$ cat config.mk
export PLATFORM = sky130hd
export DESIGN_NAME = uart_rx_buffered
export DESIGN_NICKNAME = d
export VERILOG_FILES = /design/src/rtl/uart_rx_buffered.sv
export SDC_FILE = /design/constraint.sdc
export NUM_CORES = 1
export LEC_CHECK = 0
export CELL_PAD_IN_SITES_DETAIL_PLACEMENT = 1
export CELL_PAD_IN_SITES_GLOBAL_PLACEMENT = 1
export CORE_UTILIZATION = 48
export CTS_CLUSTER_DIAMETER = 30
export DETAILED_ROUTE_END_ITERATION = 6
export DONT_BUFFER_PORTS = 1
export PLACE_DENSITY = 0.75
export SYNTH_ARGS = -nofsm -noshare
export SYNTH_HDL_FRONTEND = slang
export SYNTH_SLANG_ARGS = --single-unit
$ cat constraint.sdc
create_clock -name clock -period 2.7 [get_ports clock]
set_input_delay 0.405 -clock clock [delete_from_list [all_inputs] [get_ports clock]]
set_output_delay 0.405 -clock clock [all_outputs]
set_load 0.03 [all_outputs]
$ cat src/rtl/uart_rx_buffered.sv
// uart_rx_buffered
//   9N1 serial receiver (9 data bits LSB first, no parity, 1 stop bit) that
//   writes completed words into a first-word-fall-through FIFO read through a
//   valid/ready handshake. Framing errors and overruns are reported as
//   one-cycle pulses.
//
// Ports
//   clock          system clock, all state on posedge
//   reset          asynchronous active-low reset
//   rx             serial line, idles high, asynchronous to clock
//   data[8:0]      FIFO head word, 0 whenever valid is low
//   valid          FIFO not empty
//   ready          consumer accepts the head word
//   framing_error  one-cycle pulse: stop bit sampled low
//   overrun        one-cycle pulse: completed word dropped, FIFO full
//   count          number of occupied FIFO entries
//   state_dbg      receiver FSM state (encoding of state_t below)
//
// Handshake: a word transfers on every rising clock edge where valid && ready
// are both high. valid never depends on ready; data is stable while valid is
// high and not yet accepted. A word pushed in some cycle becomes visible on
// the following edge, so it can be accepted no earlier than the cycle after.

module uart_rx_buffered #(
  parameter int CLKS_PER_BIT = 16,
  parameter int FIFO_DEPTH   = 8
) (
  input  logic                               clock,
  input  logic                               reset,
  input  logic                               rx,
  output logic [8:0]                         data,
  output logic                               valid,
  input  logic                               ready,
  output logic                               framing_error,
  output logic                               overrun,
  output logic [$clog2(FIFO_DEPTH+1)-1:0]    count,
  output logic [2:0]                         state_dbg
);

  localparam int H  = CLKS_PER_BIT / 2;
  localparam int CW = $clog2(CLKS_PER_BIT);
  localparam int AW = $clog2(FIFO_DEPTH);
  localparam int NW = $clog2(FIFO_DEPTH + 1);

  localparam logic [CW-1:0] CNT_S0   = CW'(H - 1);
  localparam logic [CW-1:0] CNT_S1   = CW'(H);
  localparam logic [CW-1:0] CNT_DEC  = CW'(H + 1);
  localparam logic [CW-1:0] CNT_LAST = CW'(CLKS_PER_BIT - 1);

  typedef enum logic [2:0] {
    S_IDLE      = 3'd0,
    S_START     = 3'd1,
    S_DATA      = 3'd2,
    S_STOP      = 3'd3,
    S_WAIT_HIGH = 3'd4
  } state_t;

  state_t state, state_next;

  // ---------------------------------------------------------------------------
  // Input synchronizer and arming
  // ---------------------------------------------------------------------------
  logic       rx_meta;
  logic       rx_s;
  logic [1:0] sync_fill;
  logic       armed;

  // sync_fill marks when rx_s holds a real sample of rx rather than its reset
  // value. Without it, the reset value of 1 would arm the receiver right after
  // a reset released mid-frame, and the low line would look like a start bit.
  always_ff @(posedge clock or negedge reset) begin
    if (!reset) begin
      rx_meta   <= 1'b1;
      rx_s      <= 1'b1;
      sync_fill <= 2'b00;
    end else begin
      rx_meta   <= rx;
      rx_s      <= rx_meta;
      sync_fill <= {sync_fill[0], 1'b1};
    end
  end

  // Once the line has been seen high, armed stays set until the next reset.
  // WAIT_HIGH only exits on rx_s=1, so it is always armed on the way out.
  always_ff @(posedge clock or negedge reset) begin
    if (!reset) begin
      armed <= 1'b0;
    end else if (sync_fill[1] && rx_s) begin
      armed <= 1'b1;
    end
  end

  // ---------------------------------------------------------------------------
  // Bit timing and majority sampling
  // ---------------------------------------------------------------------------
  logic [CW-1:0] cnt;
  logic          smp_a;
  logic          smp_b;
  logic          in_frame;
  logic          decide;
  logic          maj;

  assign in_frame = (state == S_START) || (state == S_DATA) || (state == S_STOP);
  assign decide   = in_frame && (cnt == CNT_DEC);
  assign maj      = (smp_a & smp_b) | (smp_a & rx_s) | (smp_b & rx_s);

  // The cycle in which IDLE sees the start edge counts as cnt=0, so the
  // counter enters START already at 1.
  always_ff @(posedge clock or negedge reset) begin
    if (!reset) begin
      cnt <= '0;
    end else if (state == S_IDLE) begin
      cnt <= (state_next == S_START) ? CW'(1) : '0;
    end else if (state == S_WAIT_HIGH) begin
      cnt <= '0;
    end else if (cnt == CNT_LAST) begin
      cnt <= '0;
    end else begin
      cnt <= cnt + CW'(1);
    end
  end

  always_ff @(posedge clock or negedge reset) begin
    if (!reset) begin
      smp_a <= 1'b1;
      smp_b <= 1'b1;
    end else begin
      if (cnt == CNT_S0) smp_a <= rx_s;
      if (cnt == CNT_S1) smp_b <= rx_s;
    end
  end

  // ---------------------------------------------------------------------------
  // Receiver FSM
  // ---------------------------------------------------------------------------
  logic [3:0] idx;
  logic [8:0] shreg;
  logic       push;
  logic       fe_set;

  always_ff @(posedge clock or negedge reset) begin
    if (!reset) begin
      state <= S_IDLE;
    end else begin
      state <= state_next;
    end
  end

  always_comb begin
    state_next = state;
    case (state)
      S_IDLE:      if (armed && !rx_s) state_next = S_START;
      S_START:     if (decide) state_next = maj ? S_IDLE : S_DATA;
      S_DATA:      if (decide && (idx == 4'd8)) state_next = S_STOP;
      S_STOP:      if (decide) state_next = maj ? S_IDLE : S_WAIT_HIGH;
      S_WAIT_HIGH: if (rx_s) state_next = S_IDLE;
      default:     state_next = S_IDLE;
    endcase
  end

  always_comb begin
    push   = 1'b0;
    fe_set = 1'b0;
    if ((state == S_STOP) && decide) begin
      push   = maj;
      fe_set = !maj;
    end
  end

  always_ff @(posedge clock or negedge reset) begin
    if (!reset) begin
      idx   <= '0;
      shreg <= '0;
    end else if (decide) begin
      if (state == S_START) begin
        idx <= '0;
      end else if (state == S_DATA) begin
        shreg[idx] <= maj;
        idx        <= idx + 4'd1;
      end
    end
  end

  assign state_dbg = state;

  // ---------------------------------------------------------------------------
  // FIFO
  // ---------------------------------------------------------------------------
  logic [8:0]  mem [FIFO_DEPTH];
  logic [AW:0] wr_ptr;
  logic [AW:0] rd_ptr;
  logic [AW:0] occ;
  logic        empty;
  logic        full;
  logic        pop;
  logic        wr_en;
  logic        ov_set;

  assign empty  = (wr_ptr == rd_ptr);
  assign full   = (wr_ptr[AW] != rd_ptr[AW]) && (wr_ptr[AW-1:0] == rd_ptr[AW-1:0]);
  assign pop    = !empty && ready;
  // A pop in the same cycle frees the slot, so a push into a full FIFO is
  // still accepted when the consumer is taking the head.
  assign wr_en  = push && (!full || pop);
  assign ov_set = push && full && !pop;

  always_ff @(posedge clock) begin
    if (wr_en) mem[wr_ptr[AW-1:0]] <= shreg;
  end

  always_ff @(posedge clock or negedge reset) begin
    if (!reset) begin
      wr_ptr <= '0;
      rd_ptr <= '0;
    end else begin
      if (wr_en) wr_ptr <= wr_ptr + 1'b1;
      if (pop)   rd_ptr <= rd_ptr + 1'b1;
    end
  end

  always_ff @(posedge clock or negedge reset) begin
    if (!reset) begin
      framing_error <= 1'b0;
      overrun       <= 1'b0;
    end else begin
      framing_error <= fe_set;
      overrun       <= ov_set;
    end
  end

  assign occ   = wr_ptr - rd_ptr;
  assign count = NW'(occ);
  assign valid = !empty;
  assign data  = empty ? 9'h000 : mem[rd_ptr[AW-1:0]];

endmodule
==> impl_metrics.yaml <==
setup_path:
  cp-start-kind: "flop"
  crit_path_end_kind: "primary output"
  timing.critical_path.buf_inv: 3
  max_stage_delay_ns: 0.50
  crit_required_ns: 2.30
  crit_chain: "inv_1 -> ha_1 -> and4_2 -> inv_1 -> buf_4"
  critPathMaxFanout: 10
  crit_top_cell: "inv_1"
  cp.arrival_ns: 2.07
  crit_family: "flip-flops"
  crit_type: "reg -> out"
  cp_num_cells: 5
  crit_path_top_delay_cell: "dfrtp_1"
  regToRegSetupSlack_ns: 0.33
  reg2reg_depth: 5
clock_tree:
  clock-sinks: 109
  ctsHtreeMaxLevel: 3
  cts_root_buffer: "clkbuf_8"
  insertion_delay_ns: 0.37
  clkTransAtPathRegs_ns: 0.11
  clock_path_buffers: 2
  tritoncts: "done"
  cts_buffers: 9
synthesis:
  syn_area_um2: 4640
  synth-edff-count: 72
  synthDistinctLibCells: 46
  synth_top_area_share_pct: 46.6
  synth_ff_type: "edfxtp_1"
  synth_nets: 317
  ys_warn_count: 0
  synth_cells: 300
  synth_top_area_cell: "edfxtp_1"
  postSynthAreaPerCell_um2: 15.5
  ys_ff_latch: 109
  synthTopCellsByArea: "edfxtp_1, dfrtp_1, mux4_2, ha_1, mux2_2"
  seq_area_frac_synth_pct: 66.6
  async_flop_share_pct: 33.9
floorplanning:
  core_area_um2: 9280
  ios: 23
  initial_core_util_pct: 50.0
  dieWidth_um: 100
  die_area_um2: 10100
  chipHeight_um: 100
  rows: 35
sta:
  worst_pin_slew_ns: 0.538
  rsz0062_at_grt: "false"
  worst_slack_ns: 0.228
  maxSlewHeadroom_pct: 63.6
  setup_viol: 0
  period_share_pct: 91.6
  finalHoldViolations: 0
  fin_skew_ns: 0.0128
  min_period_ns: 2.47
  max_freq_mhz: 404
  report.final.slew_viol_count: 0
grt:
  grt_overflow: 0
  first_global_vias: 2713
  grt_pass1_wl_um: 15100
  grt_max_degree: 38
  antenna_found_initial: 0
  track_usage_pct: 20.6
placement:
  placed_cells: 444
  pre_cts_ws_ns: 0.318
  port_buffers: 0
  gp_congestion: 0.743
  dp_hpwl_um: 6490
route:
  drtPass1Iterations: 4
  drc: 0
  antenna_left: 0
  via_per_inst: 5.53
  drt_iter0_markers: 135
  vias: 2559
  routed_wl_um: 9320
  wl_per_cell_um: 20.1
outcome:
  status: "complete, no violations"
run:
  maxCapViolations: 0
finish:
  layout-drive-gt1-share_pct: 25.7
  antenna_cells: 0
  layout-area-overhead-vs-synth_pct: 12.2
  final_cells: 463
  nets: 346
power:
  peakVddDrop_v: 0.000377
  cellPowerDensity_nw_per_um2: 938
  leakage_nw: 1.89
hold_path:
  hold_class: "in -> reg"
  whs_path_depth: 2
## logic make-up after synthesis
kind of cell	after synthesis	share of synthesized area (%)
flops	109	66.6
xor+xnor	12	2.26
compound gates	22	2.72
buf+inv	26	2.37
mux	31	12.0
other cells	1	0.0808
simple gates	85	10.1
fa+ha+maj	14	3.88
## cells in the final DEF, fill, tap and decap left out, drive strengths merged, types with 2 or more instances in the layout
cell type,count
edfxtp,72
dfrtp,33
buf,28
nand2,26
mux4,18
inv,16
nand3,14
mux2,13
ha,12
xnor2,11
a21oi,11
clkbuf,11
nor2,10
nor3,6
nand4b,5
o21ai,4
nor4b,4
dfstp,4
or2,3
a21o,2
nand3b,2
and2,2
nor4,2
dlygate4sd3,2
clkinv,2
and4,2
## repair_timing
action,CTS,global route
gates resized for setup,0,1
hold endpoints to repair,38,0
hold buffers,3,0
endpoints found under the setup margin,0,2
buffers inserted,0,0
## metal layers
layer,vias to the layer above,global-route usage (%),routed length (µm)
met3,10,3.48,250
met1,1327,27.9,4290
met4,0,6.35,119
met5,-,0,0
li1,1178,-,-
met2,44,34.5,4650
## through the flow
step	setup TNS, ns	power [mW]	hold slack, ns	instance area [µm²]	util, %
CTS	0	4.93	0.184	5210	56.1
global placement	0	3.85	0.110	4960	53.5
floorplan	-1.58	3.35	0.109	4640	-
finish	0	4.89	0.187	5210	56.1
global route	0	5.15	0.202	5210	56.1
detailed placement	0	3.90	0.110	4960	53.5
## flip-flops by register name (all words and copies together) (netlist names), 2 cells and up
name       flops
wr_ptr         4
shreg          9
idx            4
rd_ptr         4
mem           72
sync_fill      2
cnt            4
state_dbg      3
## report_power, final
group | total, mW | internal [mW] | leakage [nW] | switching, mW
logic | 1.85 | 0.756 | 0.697 | 1.09
clock network | 1.03 | 0.467 | 0.105 | 0.560
registers | 2.01 | 1.88 | 1.09 | 0.132
## path summary, 6_finish.rpt
path / end / start
worst max-delay path: valid / wr_ptr[0]
worst min-delay path: rd_ptr[3] / ready
worst max register to register: mem[0][1] / rx_s
worst min register to register: sync_fill[1] / sync_fill[0]
max in group asynchronous: smp_a / reset
min in group asynchronous: cnt[2] / reset
## synthesized netlist by cell type, types with 2 or more instances
cell,count
a21o_1,2
a21oi_1,11
and2_1,2
and4_1,2
buf_2,4
clkbuf_1,7
dfrtp_1,33
dfstp_2,4
edfxtp_1,72
ha_1,12
inv_1,13
mux2_2,12
mux4_2,18
nand2_1,26
nand3_1,14
nand3b_1,2
nand4b_1,5
nor2_1,10
nor3_1,6
nor4_1,2
nor4b_1,4
o21ai_0,4
or2_2,2
xnor2_1,11
## cell type report
cell class / count / area (µm²)
fillers: 887 / 4070
flip-flops and latches: 109 / 3090
multi-input cells: 165 / 1450
repair buffers: 30 / 243
well taps: 129 / 161
clock buffers: 11 / 141
clock inverters: 5 / 65.1
inverters: 14 / 52.6
No activity file was read; power rests on OpenSTA's default activity.
